[src/rtl/hazard_unit_pkg.sv]
// Shared definitions for the pipeline hazard unit: forwarding selects, FSM states
// and the default register-address width.
package hazard_unit_pkg;

  localparam int unsigned REG_AW_DEFAULT = 5;

  localparam logic [1:0] FWD_RF  = 2'b00;
  localparam logic [1:0] FWD_MEM = 2'b01;
  localparam logic [1:0] FWD_WB  = 2'b10;

  typedef enum logic {
    ST_RUN   = 1'b0,
    ST_ABORT = 1'b1
  } state_e;

endpackage

[src/rtl/hazard_unit_match.sv]
// Single stage/source comparator: the stage holds a live register write to the
// register the ID instruction actually reads (x0 never matches).
module hazard_match
  import hazard_unit_pkg::*;
#(
  parameter int unsigned REG_AW = REG_AW_DEFAULT
) (
  input  logic              valid,
  input  logic              regwrite,
  input  logic [REG_AW-1:0] rd,
  input  logic              use_rs,
  input  logic [REG_AW-1:0] rs,
  output logic              match
);

  assign match = valid & regwrite & (rd != '0) & (rd == rs) & use_rs;

endmodule

[src/rtl/hazard_unit.sv]
// Five-stage pipeline control: interlock, redirect squash, data-memory stall with
// timeout abort, forwarding selects and perf counters. Define FORWARD_EN for bypassing.
module hazard_unit
  import hazard_unit_pkg::*;
#(
  parameter int unsigned REG_AW      = REG_AW_DEFAULT,
  parameter int unsigned CNT_W       = 32,
  parameter int unsigned MEM_TIMEOUT = 15
) (
  input  logic              clk,
  input  logic              reset,
  input  logic              fetch_valid,
  input  logic [REG_AW-1:0] id_rs1,
  input  logic [REG_AW-1:0] id_rs2,
  input  logic              id_use_rs1,
  input  logic              id_use_rs2,
  input  logic [REG_AW-1:0] ex_rd,
  input  logic [REG_AW-1:0] mem_rd,
  input  logic [REG_AW-1:0] wb_rd,
  input  logic              ex_regwrite,
  input  logic              mem_regwrite,
  input  logic              wb_regwrite,
  input  logic              ex_is_load,
  input  logic              ex_redirect,
  input  logic              dmem_req,
  input  logic              dmem_ready,
  output logic              pc_we,
  output logic              if_id_we,
  output logic              id_ex_we,
  output logic              ex_mem_we,
  output logic              mem_wb_we,
  output logic              if_id_flush,
  output logic              id_ex_flush,
  output logic              ex_mem_flush,
  output logic              mem_wb_flush,
  output logic [1:0]        fwd_a,
  output logic [1:0]        fwd_b,
  output logic              valid_id,
  output logic              valid_ex,
  output logic              valid_mem,
  output logic              valid_wb,
  output logic              mem_err,
  output logic [CNT_W-1:0]  retired,
  output logic [CNT_W-1:0]  stalls
);

  localparam int unsigned WAIT_W = $clog2(MEM_TIMEOUT + 1);

  state_e            state;
  logic [WAIT_W-1:0] wait_cnt;
  logic              v_id, v_ex, v_mem, v_wb;

  // hit[2*stage + source]; stage 0=EX 1=MEM 2=WB, source 0=rs1 1=rs2
  logic [5:0]        hit;
  logic [2:0]        st_valid, st_rw;
  logic [REG_AW-1:0] st_rd [3];
  logic [REG_AW-1:0] src [2];
  logic [1:0]        src_use;
  logic              memstall, redirect, interlock;

  // The aborted MEM instruction is treated as gone during the ABORT cycle.
  assign valid_id  = v_id;
  assign valid_ex  = v_ex;
  assign valid_mem = v_mem & (state == ST_RUN);
  assign valid_wb  = v_wb;

  assign st_valid = {valid_wb, valid_mem, valid_ex};
  assign st_rw    = {wb_regwrite, mem_regwrite, ex_regwrite};
  assign st_rd[0] = ex_rd;
  assign st_rd[1] = mem_rd;
  assign st_rd[2] = wb_rd;
  assign src[0]   = id_rs1;
  assign src[1]   = id_rs2;
  assign src_use  = {id_use_rs2, id_use_rs1};

  for (genvar s = 0; s < 3; s++) begin : g_stage
    for (genvar r = 0; r < 2; r++) begin : g_src
      hazard_match #(
        .REG_AW(REG_AW)
      ) u_match (
        .valid   (st_valid[s]),
        .regwrite(st_rw[s]),
        .rd      (st_rd[s]),
        .use_rs  (src_use[r]),
        .rs      (src[r]),
        .match   (hit[2*s+r])
      );
    end
  end

`ifdef FORWARD_EN
  assign interlock = ex_is_load & (hit[0] | hit[1]);

  always_comb begin
    fwd_a = FWD_RF;
    fwd_b = FWD_RF;
    if (hit[2])      fwd_a = FWD_MEM;
    else if (hit[4]) fwd_a = FWD_WB;
    if (hit[3])      fwd_b = FWD_MEM;
    else if (hit[5]) fwd_b = FWD_WB;
  end
`else
  // Regfile writes on the clock edge, so a WB producer is not yet readable in ID.
  assign interlock = |hit;
  assign fwd_a     = FWD_RF;
  assign fwd_b     = FWD_RF;
`endif

  assign memstall = valid_mem & dmem_req & ~dmem_ready & (state == ST_RUN);
  assign redirect = ex_redirect & valid_ex;

  always_comb begin
    pc_we        = 1'b1;
    if_id_we     = 1'b1;
    id_ex_we     = 1'b1;
    ex_mem_we    = 1'b1;
    mem_wb_we    = 1'b1;
    if_id_flush  = 1'b0;
    id_ex_flush  = 1'b0;
    ex_mem_flush = 1'b0;
    mem_wb_flush = 1'b0;
    if (memstall) begin
      pc_we        = 1'b0;
      if_id_we     = 1'b0;
      id_ex_we     = 1'b0;
      ex_mem_we    = 1'b0;
      mem_wb_flush = 1'b1;
    end else if (redirect) begin
      if_id_flush = 1'b1;
      id_ex_flush = 1'b1;
    end else if (interlock) begin
      pc_we       = 1'b0;
      if_id_we    = 1'b0;
      id_ex_flush = 1'b1;
    end
    if (state == ST_ABORT) begin
      ex_mem_we    = 1'b1;
      ex_mem_flush = 1'b0;
      mem_wb_flush = 1'b1;
    end
  end

  always_ff @(posedge clk or posedge reset) begin
    if (reset) begin
      state    <= ST_RUN;
      wait_cnt <= '0;
      mem_err  <= 1'b0;
    end else begin
      unique case (state)
        ST_RUN: begin
          if (memstall) begin
            wait_cnt <= wait_cnt + 1'b1;
            if (wait_cnt == WAIT_W'(MEM_TIMEOUT - 1)) state <= ST_ABORT;
          end else begin
            wait_cnt <= '0;
          end
        end
        ST_ABORT: begin
          state    <= ST_RUN;
          wait_cnt <= '0;
          mem_err  <= 1'b1;
        end
        default: state <= ST_RUN;
      endcase
    end
  end

  always_ff @(posedge clk or posedge reset) begin
    if (reset) begin
      v_id    <= 1'b0;
      v_ex    <= 1'b0;
      v_mem   <= 1'b0;
      v_wb    <= 1'b0;
      retired <= '0;
      stalls  <= '0;
    end else begin
      if (if_id_flush)       v_id <= 1'b0;
      else if (if_id_we)     v_id <= fetch_valid;
      if (id_ex_flush)       v_ex <= 1'b0;
      else if (id_ex_we)     v_ex <= valid_id;
      if (ex_mem_flush)      v_mem <= 1'b0;
      else if (ex_mem_we)    v_mem <= valid_ex;
      if (mem_wb_flush)      v_wb <= 1'b0;
      else if (mem_wb_we)    v_wb <= valid_mem;
      if (valid_wb) retired <= retired + 1'b1;
      if (!pc_we)   stalls  <= stalls + 1'b1;
    end
  end

endmodule
[config.mk]
export PLATFORM = sky130hd
export DESIGN_NAME = hazard_unit
export DESIGN_NICKNAME = d
export VERILOG_FILES = /design/src/rtl/hazard_unit_pkg.sv /design/src/rtl/hazard_unit_match.sv /design/src/rtl/hazard_unit.sv
export SDC_FILE = /design/constraint.sdc
export NUM_CORES = 1
export LEC_CHECK = 0
export ABC_AREA = 1
export CORE_ASPECT_RATIO = 1.1
export CORE_MARGIN = 2
export CORE_UTILIZATION = 30
export CTS_CLUSTER_DIAMETER = 60
export DETAILED_ROUTE_END_ITERATION = 8
export SLEW_MARGIN = 10
export SYNTH_ARGS = -nofsm -noshare
export SYNTH_HDL_FRONTEND = slang
export SYNTH_SLANG_ARGS = --single-unit
[constraint.sdc]
create_clock -name clk -period 3.3 [get_ports clk]
set_input_delay 0.66 -clock clk [delete_from_list [all_inputs] [get_ports clk]]
set_output_delay 0.66 -clock clk [all_outputs]
set_load 0.01 [all_outputs]
==> impl_metrics.tcl <==
set metrics [dict create \
    fill_cells 1712 \
    critical_path_class "primary input to output pin" \
    ctsResizeCount 0 \
    gp_congestion 0.889 \
    synthFlopType "dfrtp_1" \
    vias 4653 \
    finalCriticalPeriod_ns 3.15 \
    rsz0062_at_grt "false" \
    hold_class "register to register" \
    grt_usage 0.161 \
    clockBufferDepth 2 \
    cts_root_buf "clkbuf_16" \
    finish.utilization 0.408 \
    tns_ns 0 \
    p_leak_nw 3.16 \
    max_freq_mhz 317 \
    dieArea_um2 17400 \
    vias_per_cell 4.63 \
    grt_pass1_vias 4535 \
    met2_length_um 7170 \
    post_synth_num_cell_types 31 \
    powerDensity_nw_per_um2 439 \
    syn_area_um2 4910 \
    grt_pass1_wl_um 22800 \
    drt_iter0_markers 277 \
    ant_nets 0 \
    cap_violations 0 \
    reg2reg_slack_ns 1.48 \
    hold_buffers 0 \
    cts_tree "built" \
    initial_core_util 0.303 \
    nNetsFinal 838 \
    syn_inst 685 \
    hold_violations 0 \
    post_cts_buffers 0 \
    grt_overflow_total 0 \
    antenna_found_initial 0 \
    cts_buffers 9 \
    crit_required_ns 2.64 \
    grt_max_degree 43 \
    worst-slew-pin-transition_ns 0.657 \
    syn_to_final_growth_pct 34.5 \
    synth.avg_cell_area_um2 7.16 \
    num_rows 49 \
    drc 0 \
    wl_met1_um 6000 \
    dieHeight_um 138 \
    cp-start-kind "primary input" \
    drv_slew 0 \
    synth_seq_cells 74 \
    clock_latency_ns 0.35 \
    cts.sinks 74 \
    async_flop_share 1.00 \
    crit_fanout 3 \
    yosys_warnings 0 \
    wire_per_inst_um 13.8 \
    synth.top_cell.area_share 0.377 \
    firstDrtPassIters 4 \
    portBuffers 111 \
    setup_violations 0 \
    yosysSeqAreaShare 0.377 \
    drive_gt1_frac 0.0773 \
    synth_area_leader_cell "dfrtp_1" \
    met3_length_um 557 \
    synth_area_leaders "dfrtp_1, nand2_1, nand3_1" \
    ioPinCount 119 \
    crit_path_end_kind "output pin" \
    synth-edff-count 0 \
    clk_pin_slew_ns 0.06 \
    fin_skew_ns 0.00684 \
    ir_worst_vdd_v 0.000354 \
    htreeDepth 3 \
    die_width_um 126 \
    status "finished clean" \
    crit_arrival_ns 2.49 \
    n_antenna_cell 0 \
    post-dp-hpwl_um 10600 \
    core_um2 16200 \
    slew_headroom 0.560 \
    wirelength_um 13900 \
    highest_layer "met4" \
    period_share 0.956 \
]
-- Yosys cell counts (5+ instances only) --
cell type	n
o21ai_0	5
nand3_1	92
nand2_2	5
xnor2_1	21
buf_2	7
nor3_2	10
xor2_1	40
nor2_1	78
nand2_1	207
nand4_1	14
dfrtp_1	74
inv_1	68
buf_4	11
nor3_1	17
-- metal layers --
layer  GRT usage  up-vias
li1            -     2377
met1       0.197     2148
met2       0.290      108
met3      0.0341       20
met4      0.0388        0
met5           0        -
-- through the flow --
step / area, um2 / total power [mW] / hold slack (ns) / worst slack [ns] / cells
after CTS: 6580 / 2.94 / 0.458 / 0.0380 / 1006
after global placement: 6230 / 1.76 / 0.445 / 0.0460 / 990
after detailed placement: 6230 / 1.77 / 0.448 / 0.0403 / 990
after floorplan: 4920 / 1.44 / 0.437 / 0.758 / 689
after global routing: 6600 / 3.06 / 0.494 / 0.00216 / 1006
final: 6600 / 2.90 / 0.458 / 0.146 / 1006
-- state kept, by name (all words and copies together) (netlist names) --
signal	flops
stalls	32
valid_wb	1
mem_err	1
v_mem	1
valid_id	1
retired	32
valid_ex	1
wait_cnt	4
state	1
-- layout by cell type, fill, tap and decap left out --
master	synthesis	routed
buf_12	0	1
buf_4	11	7
bufinv_16	0	3
clkbuf_16	0	9
clkbuf_8	0	2
clkdlybuf4s50_1	0	106
clkinv_1	1	1
clkinv_2	0	3
conb_1	2	6
dfrtp_1	74	74
dlymetal6s2s_1	0	5
ha_1	4	4
inv_1	68	65
inv_2	4	6
nand2_1	207	207
nand2_2	5	5
nand3_1	92	91
nand3_2	1	2
nand3_4	2	2
nand3b_1	2	2
nand4_1	14	14
nand4_2	1	1
nor2_1	78	78
nor2_2	4	4
nor2_4	4	4
nor3_1	17	17
nor3_2	10	10
nor3_4	1	1
nor3b_1	1	1
nor4_1	2	2
o21ai_0	5	5
o21ai_1	1	1
or2_2	2	2
xnor2_1	21	21
xor2_1	40	40
-- path summary, 6_finish.rpt --
check,start,end,depth (start not counted)
max reg2reg,stalls[0],stalls[16],8
max,wb_rd[0],pc_we,10
min,state,mem_err,1
max in group asynchronous,reset,valid_ex,3
min reg2reg,state,mem_err,1
min in group asynchronous,reset,retired[20],2
-- worst max-delay path: stages --
cell	delay (ns)
clkdlybuf4s50_1	0.51
inv_1	0.08
o21ai_0	0.15
nor2_1	0.06
nand3_1	0.06
nand2_1	0.05
nand2_1	0.14
nand4_2	0.12
nand2_1	0.11
clkdlybuf4s50_1	0.54
-- cell families after synthesis --
group | after synthesis | synth area share
compound gates | 6 | 0.00612
xor+xnor | 61 | 0.109
fa+ha+maj | 4 | 0.0102
buf+inv | 95 | 0.0829
flops | 74 | 0.377
other cells | 2 | 0.00153
simple gates | 443 | 0.413
-- cell type report --
type                       instances  area, um2  share of cell area
tap                              204        255              0.0387
timing repair buffer             119       1200               0.181
sequential                        74       1850               0.281
multi-input combinational        520       2670               0.404
clock inverter                     5        100              0.0152
inverter                          73        275              0.0417
clock buffer                      11        253              0.0383
-- power by group --
part           total (mW)  internal (mW)  switching, mW
Sequential           1.09          0.982          0.113
Combinational       0.651          0.297          0.353
Clock                1.15          0.777          0.376
Note: power is estimated with default switching activity, not from simulation.
